==> src/rtl/input_ctrl_pkg.sv <==
`default_nettype none
// ============================================================================
// Module   : input_ctrl_pkg
// Purpose  : Shared constants, instruction layout and helpers for the
//            multi-key input controller.
// Revision : 1.0
// ============================================================================
package input_ctrl_pkg;

    localparam logic [4:0] INTR_OPCODE  = 5'h15;
    localparam logic [4:0] FRAME_SRC_ID = 5'd31;

    localparam int OPC_MSB = 31;
    localparam int OPC_LSB = 27;
    localparam int SRC_MSB = 4;
    localparam int SRC_LSB = 0;

    localparam logic [0:0] ST_IDLE    = 1'b0;
    localparam logic [0:0] ST_PRESENT = 1'b1;

    // Lowest set bit wins; the frame source sits at bit 31 so it loses to every key.
    function automatic logic [4:0] pick_source(input logic [31:0] pend);
        logic [4:0] src;
        src = 5'd0;
        for (int i = 31; i >= 0; i--) begin
            if (pend[i]) begin
                src = 5'(i);
            end
        end
        return src;
    endfunction

    function automatic logic [31:0] encode_instr(input logic [4:0] src);
        logic [31:0] instr;
        instr                   = '0;
        instr[OPC_MSB:OPC_LSB]  = INTR_OPCODE;
        instr[SRC_MSB:SRC_LSB]  = src;
        return instr;
    endfunction

endpackage
`default_nettype wire

==> src/rtl/key_debouncer.sv <==
`default_nettype none
// ============================================================================
// Module   : key_debouncer
// Purpose  : Two-flop synchroniser plus frame-sampled debounce for one key.
// Revision : 1.0
// ============================================================================
module key_debouncer #(
    parameter int DEBOUNCE_FRAMES = 2
) (
    input  logic clk,
    input  logic rst_n,
    input  logic i_key,
    input  logic i_sample,
    output logic o_rise
);

    logic [1:0] r_sync;
    logic       r_level;
    logic [3:0] r_cnt;

    logic       w_differs;
    logic [3:0] w_cnt_inc;
    logic       w_accept;

    // Run length only grows while every sample disagrees with the accepted level.
    assign w_differs = r_sync[1] ^ r_level;
    assign w_cnt_inc = r_cnt + 4'd1;
    assign w_accept  = i_sample & w_differs & (w_cnt_inc == 4'(DEBOUNCE_FRAMES));
    assign o_rise    = w_accept & ~r_level;

    always_ff @(posedge clk or negedge rst_n) begin
        if (!rst_n) begin
            r_sync  <= 2'b00;
            r_level <= 1'b0;
            r_cnt   <= 4'd0;
        end else begin
            r_sync <= {r_sync[0], i_key};
            if (i_sample) begin
                if (!w_differs) begin
                    r_cnt <= 4'd0;
                end else if (w_accept) begin
                    r_level <= ~r_level;
                    r_cnt   <= 4'd0;
                end else begin
                    r_cnt <= w_cnt_inc;
                end
            end
        end
    end

endmodule
`default_nettype wire

==> src/rtl/multi_key_input_controller.sv <==
`default_nettype none
// ============================================================================
// Module   : multi_key_input_controller
// Purpose  : Frame-paced key debounce and prioritised interrupt presentation.
// Revision : 1.0
// ============================================================================
module multi_key_input_controller
    import input_ctrl_pkg::*;
#(
    parameter int NUM_KEYS        = 4,
    parameter int FRAME_DIVISOR   = 833333,
    parameter int DEBOUNCE_FRAMES = 2
) (
    input  logic                proc_clk,
    input  logic                reset,
    input  logic [NUM_KEYS-1:0] keys,
    input  logic [NUM_KEYS-1:0] key_mask,
    input  logic                irq_ack,
    output logic                irq_valid,
    output logic [31:0]         interrupt_instruction,
    output logic                frame_tick,
    output logic [7:0]          dropped_frames
);

    localparam int                 c_cnt_w    = (FRAME_DIVISOR > 1) ? $clog2(FRAME_DIVISOR) : 1;
    localparam logic [c_cnt_w-1:0] c_cnt_last = c_cnt_w'(FRAME_DIVISOR - 1);

    logic [c_cnt_w-1:0]  r_frame_cnt;
    logic [31:0]         r_pend;
    logic [7:0]          r_dropped;
    logic [0:0]          r_state;
    logic [4:0]          r_src;

    logic                w_tick;
    logic [NUM_KEYS-1:0] w_rise;
    logic [31:0]         w_set;
    logic [31:0]         w_clr;
    logic [0:0]          w_state_nxt;
    logic                w_latch;

    // ---------------- frame timebase ----------------
    assign w_tick     = (r_frame_cnt == c_cnt_last);
    assign frame_tick = w_tick;

    always_ff @(posedge proc_clk or negedge reset) begin
        if (!reset) begin
            r_frame_cnt <= '0;
        end else if (w_tick) begin
            r_frame_cnt <= '0;
        end else begin
            r_frame_cnt <= r_frame_cnt + c_cnt_w'(1);
        end
    end

    // ---------------- per-key conditioning ----------------
    for (genvar k = 0; k < NUM_KEYS; k++) begin : g_key
        key_debouncer #(
            .DEBOUNCE_FRAMES (DEBOUNCE_FRAMES)
        ) u_debouncer (
            .clk      (proc_clk),
            .rst_n    (reset),
            .i_key    (keys[k]),
            .i_sample (w_tick),
            .o_rise   (w_rise[k])
        );
    end

    // ---------------- pending sources ----------------
    always_comb begin
        w_set                 = '0;
        w_set[NUM_KEYS-1:0]   = w_rise & key_mask;
        w_set[FRAME_SRC_ID]   = w_tick;
    end

    assign w_clr   = ((r_state == ST_PRESENT) && irq_ack) ? (32'd1 << r_src) : 32'd0;
    assign w_latch = (r_state == ST_IDLE) && (|r_pend);

    // A set arriving in the same cycle as its clear takes priority.
    always_ff @(posedge proc_clk or negedge reset) begin
        if (!reset) begin
            r_pend <= '0;
        end else begin
            r_pend <= (r_pend & ~w_clr) | w_set;
        end
    end

    always_ff @(posedge proc_clk or negedge reset) begin
        if (!reset) begin
            r_dropped <= 8'd0;
        end else if (w_tick && r_pend[FRAME_SRC_ID] && !w_clr[FRAME_SRC_ID]
                     && (r_dropped != 8'hFF)) begin
            r_dropped <= r_dropped + 8'd1;
        end
    end

    assign dropped_frames = r_dropped;

    // ---------------- presentation FSM ----------------
    always_ff @(posedge proc_clk or negedge reset) begin
        if (!reset) begin
            r_state <= ST_IDLE;
        end else begin
            r_state <= w_state_nxt;
        end
    end

    always_comb begin
        w_state_nxt = r_state;
        case (r_state)
            ST_IDLE: begin
                if (|r_pend) begin
                    w_state_nxt = ST_PRESENT;
                end
            end
            ST_PRESENT: begin
                if (irq_ack) begin
                    w_state_nxt = ST_IDLE;
                end
            end
            default: w_state_nxt = ST_IDLE;
        endcase
    end

    always_ff @(posedge proc_clk or negedge reset) begin
        if (!reset) begin
            r_src <= 5'd0;
        end else if (w_latch) begin
            r_src <= pick_source(r_pend);
        end
    end

    // Outputs derive only from registers, so reset forces them low immediately.
    always_comb begin
        irq_valid             = 1'b0;
        interrupt_instruction = 32'd0;
        if (r_state == ST_PRESENT) begin
            irq_valid             = 1'b1;
            interrupt_instruction = encode_instr(r_src);
        end
    end

endmodule
`default_nettype wire

==> config.mk <==
export PLATFORM = sky130hd
export DESIGN_NAME = multi_key_input_controller
export DESIGN_NICKNAME = d
export VERILOG_FILES = /design/src/rtl/input_ctrl_pkg.sv /design/src/rtl/key_debouncer.sv /design/src/rtl/multi_key_input_controller.sv
export SDC_FILE = /design/constraint.sdc
export NUM_CORES = 1
export LEC_CHECK = 0
export ABC_CLOCK_PERIOD_IN_PS = 3900
export BUFFER_PORTS_ARGS = -buffer_cell sky130_fd_sc_hd__buf_2
export CAP_MARGIN = 20
export CELL_PAD_IN_SITES_DETAIL_PLACEMENT = 0
export CELL_PAD_IN_SITES_GLOBAL_PLACEMENT = 1
export CORE_MARGIN = 3
export CORE_UTILIZATION = 46
export CTS_CLUSTER_SIZE = 14
export DETAILED_ROUTE_END_ITERATION = 8
export PLACE_DENSITY = 0.81
export SYNTH_ARGS = -nofsm -noshare
export SYNTH_HDL_FRONTEND = slang
export SYNTH_HIERARCHICAL = 1
export SYNTH_SLANG_ARGS = --single-unit
==> constraint.sdc <==
create_clock -name proc_clk -period 3.9 [get_ports proc_clk]
set_clock_uncertainty 0.15 [all_clocks]
set_input_delay 0.78 -clock proc_clk [delete_from_list [all_inputs] [get_ports proc_clk]]
set_output_delay 0.78 -clock proc_clk [all_outputs]
set_load 0.01 [all_outputs]
== Word-level counts from Yosys, hierarchy flattened ==
Index checks and enable logic that the tools add are counted.

* Flip-flop bits (word level): 94
* Input bits: 11
* Output and inout bits: 42
* Logic and storage cells: 113

* Add/sub/neg operators: 6
* Eq/ne operators: 6
* Shifts and indexed selects: 1
* Muxes and demuxes: 47
* Bitwise gates (word level): 25
* Reductions and logical operators: 11

{| class="wikitable"
|+ Operators with widths
! cell !! count
|-
| $mux W5 || 32
|-
| $mux W32 || 2
|-
| $and A32 B32 Y32 || 1
|-
| $mux W4 || 8
|-
| $not A32 Y32 || 1
|-
| $or A32 B32 Y32 || 1
|-
| $reduce_or A32 Y1 || 1
|-
| $shl A1 B5 Y32 const A || 1
|-
| $add A20 B1 Y20 const B || 1
|-
| $eq A20 B20 Y1 const B || 1
|-
| $mux W20 || 1
|-
| $add A4 B1 Y4 const B || 4
|-
| $eq A4 B2 Y1 const B || 4
|-
| $and A1 B1 Y1 || 12
|-
| $reduce_and A3 Y1 || 4
|-
| $add A8 B1 Y8 const B || 1
|-
| $ne A8 B8 Y1 const B || 1
|-
| $logic_and A1 B1 Y1 || 5
|-
| $not A1 Y1 || 5
|-
| $and A4 B4 Y4 || 1
|-
| $xor A1 B1 Y1 || 4
|-
| $mux W1 || 3
|-
| $pmux W1 S2 || 1
|-
| $logic_not A1 Y1 || 1
|}

== Longest topological paths before layout ==
* Depth in word-level cells: 32
* Gate-level depth with buffers: 8
* Mapped depth without buffers: 8

== Cells and area by module ==
The synthesis kept the hierarchy.

{| class="wikitable"
|+ Modules (own cells, without submodules)
! module !! instances !! cells each !! area an instance (um^2) !! sequential area each (um^2)
|-
| multi_key_input_controller || 1 || 341 || 3362.0 || 1651.6
|-
| key_debouncer || 4 || 33 || 356.6 || 175.2
|}

== Worst setup path after synthesis ==
Ideal clock, no wire load.

* Kind: register -> register
* Start: register r_frame_cnt[14]
* End: register r_dropped[1], in the netlist dropped_frames[1]
* Setup time: 125 ps
* Data arrival time: 2636 ps
* Required time: 3625 ps
* Slack: 989 ps
* Stages on the path, launching flop included: 7
* Path buffers: 1
* Period minus slack after synthesis: 2911 ps
* Path through: dfrtp_1 -> nor4_2 -> nand4_1 -> nor4_4 -> o2111a_1 -> buf_6 -> mux2_2

* Longest elaborated chain between the ends: 4

{| class="wikitable"
|+ Ends and longest elaborated chain
! what !! line !! text
|-
| from (decl) || multi_key_input_controller.sv:28 || <nowiki>logic [c_cnt_w-1:0] r_frame_cnt;</nowiki>
|-
| from (signal assigned) || multi_key_input_controller.sv:51 || <nowiki>r_frame_cnt <= r_frame_cnt + c_cnt_w'(1);</nowiki>
|-
| $eq A20 B20 Y1 || multi_key_input_controller.sv:42 || <nowiki>assign w_tick = (r_frame_cnt == c_cnt_last);</nowiki>
|-
| named net frame_tick || multi_key_input_controller.sv:21 || <nowiki>output logic frame_tick,</nowiki>
|-
| $logic_and A1 B1 Y1 (2 in a row) || multi_key_input_controller.sv:90 || <nowiki>end else if (w_tick && r_pend[FRAME_SRC_ID] && !w_clr[FRAME_SRC_ID]</nowiki>
|-
| $logic_and A1 B1 Y1 || multi_key_input_controller.sv:91 || <nowiki>&& (r_dropped != 8'hFF)) begin</nowiki>
|-
| to (signal assigned) || multi_key_input_controller.sv:92 || <nowiki>r_dropped <= r_dropped + 8'd1;</nowiki>
|-
| to (decl) || multi_key_input_controller.sv:30 || <nowiki>logic [7:0] r_dropped;</nowiki>
|}

The timed path passes the listed nets, and every way through them passes these cells.
A chain may end at the register's enable or synchronous reset.

== Worst setup path in the final report ==
* Start: register r_frame_cnt[14]
* End: output frame_tick

* Longest elaborated chain between the ends: 1

{| class="wikitable"
|+ Ends and longest elaborated chain
! what !! line
|-
| $eq A20 B20 Y1 || multi_key_input_controller.sv:42
|-
| to (decl) || multi_key_input_controller.sv:21
|}

Every way passes these cells.

==> flow_summary.yaml <==
critical_path:
  critPathMaxFanout: 16
  required_ns: 2.97
  path_class: "reg2out"
  cp.arrival_ns: 2.04
  end_kind: "output pin"
  critical_path.startpoint_type: "flip-flop"
cells_and_area:
  final-seq-area_um2: 2350
  n_antenna_cell: 0
  finalNetCount: 529
  multiInputGateArea_um2: 2190
  drive_gt1_share_pct: 11.9
  fill_cells: 927
  area_growth_pct: 6.98
grt:
  grt_max_degree: 53
  antenna_found_initial: 0
  grt_pass1_vias: 3334
  grt_pass1_wl_um: 15800
  grt_usage_pct: 17.1
  grt_overflow_total: 0
detailed_routing:
  firstDrtPassIters: 4
  drc: 0
  drt-initial-drc-count: 127
  wl_um: 9220
  vias: 3465
  wl_per_cell_um: 14.3
  drt-vias-per-instance: 5.38
  drtAntennaViolNets: 0
cts:
  numCtsBuffers: 9
  cts_tree: "yes"
  cts_buffer_depth: 2
  cts-root-buf: "clkbuf_8"
  cts_max_level: 3
  cts.clk_slew.worst_paths_ns: 0.08
  cts.sinks: 94
  cts-hold-fix-buffers: 0
  clk_latency_ns: 0.36
  cts_setup_buffers: 0
  cts_resized: 0
yosys:
  ys_ff_latch: 94
  syn_area_per_cell_um2: 10.1
  synthCells: 473
  synthesis.area_um2: 4790
  synth.distinct_cells: 50
  async_reset_ff_share_pct: 100
  synth_warnings: 6
  ys_seq_area_share_pct: 49.1
  synth-edff-count: 0
  ys.flop_type: "dfrtp_1"
sta:
  fmax_ghz: 0.337
  worstMarginPinSlew_ns: 0.633
  slew_viol_final: 0
  relSlewSlack_pct: 57.5
  hold_violations: 0
  period_minus_slack_ns: 2.97
  fin_crit_sh_pct: 76.1
  setup_viol: 0
  rsz0062_at_grt: "false"
  tns_ns: 0
  fin_ws_ns: 0.931
floorplanning:
  die_area_um2: 11700
  chipHeight_um: 108
  rows: 36
  initial_utilization_pct: 48.1
  coreArea_um2: 9950
  boundaryPins: 53
  die_w_um: 108
job:
  cap_viol_max_count: 0
placement:
  gp_congestion: 0.871
  pre_cts_ws_ns: 1.29
  place_hpwl_um: 6860
  io_buffers: 28
outcome:
  status: "complete, no violations"
pwr:
  powerDensity_nw_per_um2: 428
  ir_drop_v: 0.000212
  leakagePower_nw: 2.40
hold_path:
  holdCritPathClass: "reg2reg"
-- registers in the layout (all words and copies together), names as in the netlist --
signal and count:
r_pend 32, g_key.u_debouncer/r_sync 8, dropped_frames 8, g_key.u_debouncer/r_level 4, r_src 5, g_key.u_debouncer/r_cnt 16, r_state 1, r_frame_cnt 20
-- routing by layer --
| layer | up-vias | part of all wire, % | track usage (%) |
|---|---|---|---|
| li1 | 1683 | - | - |
| met1 | 1677 | 48 | 23.6 |
| met2 | 87 | 46 | 26.3 |
| met3 | 18 | 3.6 | 2.75 |
| met4 | 0 | 2.4 | 8.30 |
| met5 | - | 0 | 0 |
-- logic make-up after synthesis --
kind of cell | after synthesis | share of synthesized area (%)
buffers and inverters | 52 | 6.98
muxes | 5 | 1.07
DFF | 94 | 49.1
adders and majority gates | 11 | 2.87
AOI/OAI and AO/OA | 94 | 13.6
other | 1 | 0.0783
xor gates and xnor gates | 36 | 6.58
and+or+nand+nor | 180 | 19.7
-- where the power goes --
| group | switching, mW | internal, mW |
|---|---|---|
| combinational | 0.297 | 0.174 |
| clock | 0.309 | 0.263 |
| sequential | 0.108 | 1.04 |
-- through the flow --
step                      total power [mW]  instances  hold WS [ns]  util [%]  area [µm²]
after detailed placement              1.64        629         0.186      49.8        4950
after global placement                1.63        629         0.184      49.8        4950
after global routing                  2.32        644         0.215      51.5        5120
final                                 2.19        644         0.201      51.5        5120
after floorplan                       1.52        496         0.181         -        4870
after CTS                             2.22        644         0.205      51.5        5120
-- cell usage after synthesis (2+ instances only) --
library cell  number  area share [%]
a211oi_2           4             1.0
a21bo_2            4            0.84
a21boi_0           9             1.4
a21oi_1           18             1.9
a22o_1             4            0.73
a31oi_1            3            0.39
and2_1             5            0.65
and2b_2            5            0.91
and3_1            11             1.4
buf_4             27             4.2
clkbuf_8           3            0.86
dfrtp_1           94              49
ha_1              11             2.9
inv_1             20             1.6
mux2i_1            4            0.84
nand2_1           35             2.7
nand2b_1           4            0.52
nand3_1           20             2.1
nand3b_1           5            0.78
nand4_1           11             1.4
nor2_1            49             3.8
nor2b_1            2            0.26
nor3_1             9            0.94
nor4_1             4            0.52
nor4b_1            2            0.37
o21a_1            11             1.7
o21ai_0           25             2.6
o221ai_1           2            0.37
o31a_1             3            0.55
o32ai_1            4            0.73
or3_1              5            0.65
or4_1              8             1.3
xnor2_1           18             3.3
xor2_1            18             3.3
-- final timing paths --
| kind | startpoint | endpoint | slack [ns] | depth (start not counted) |
|---|---|---|---|---|
| max in group asynchronous | reset | r_frame_cnt[3]$_DFF_PN0_ | 2.55 | 2 |
| hold reg to reg | g_key[3].u_debouncer/r_sync[0]$_DFF_PN0_ | g_key[3].u_debouncer/r_sync[1]$_DFF_PN0_ | 0.20 | 0 |
| setup / recovery | r_frame_cnt[14]$_DFF_PN0_ | frame_tick | 0.93 | 5 |
| setup reg to reg | r_frame_cnt[14]$_DFF_PN0_ | r_pend[2]$_DFF_PN0_ | 1.41 | 8 |
| hold / removal | g_key[3].u_debouncer/r_sync[0]$_DFF_PN0_ | g_key[3].u_debouncer/r_sync[1]$_DFF_PN0_ | 0.20 | 0 |
| min in group asynchronous | reset | r_pend[23]$_DFF_PN0_ | 0.29 | 1 |
-- cell usage in the layout (no fill, tap or decap), drive strengths merged, types with 6 or more instances in the layout --
master	n
ha	11
nor2	49
o21ai	25
dfrtp	94
nand3	20
xnor2	18
and3	12
a21oi	18
nand4	11
nand2	35
xor2	18
buf	32
clkbuf	14
conb	24
o21a	11
nor4	6
inv	20
or4	8
a21boi	9
nor3	9
-- final cells by class --
class,count,share of cell area [%]
sequential,94,45.9
multi-input combinational,350,42.7
timing repair buffer,32,3.37
tap,133,3.25
clock buffer,14,3.18
inverter,20,1.47
clock inverter,1,0.0977
-- critical path, cell delays in order (launching register included) --
cell and delay (ns):
dfrtp_1 0.46, nor4_2 0.28, nand4_1 0.17, nor4_4 0.35, buf_4 0.26, buf_2 0.16
(Power assumes the default switching activity.)
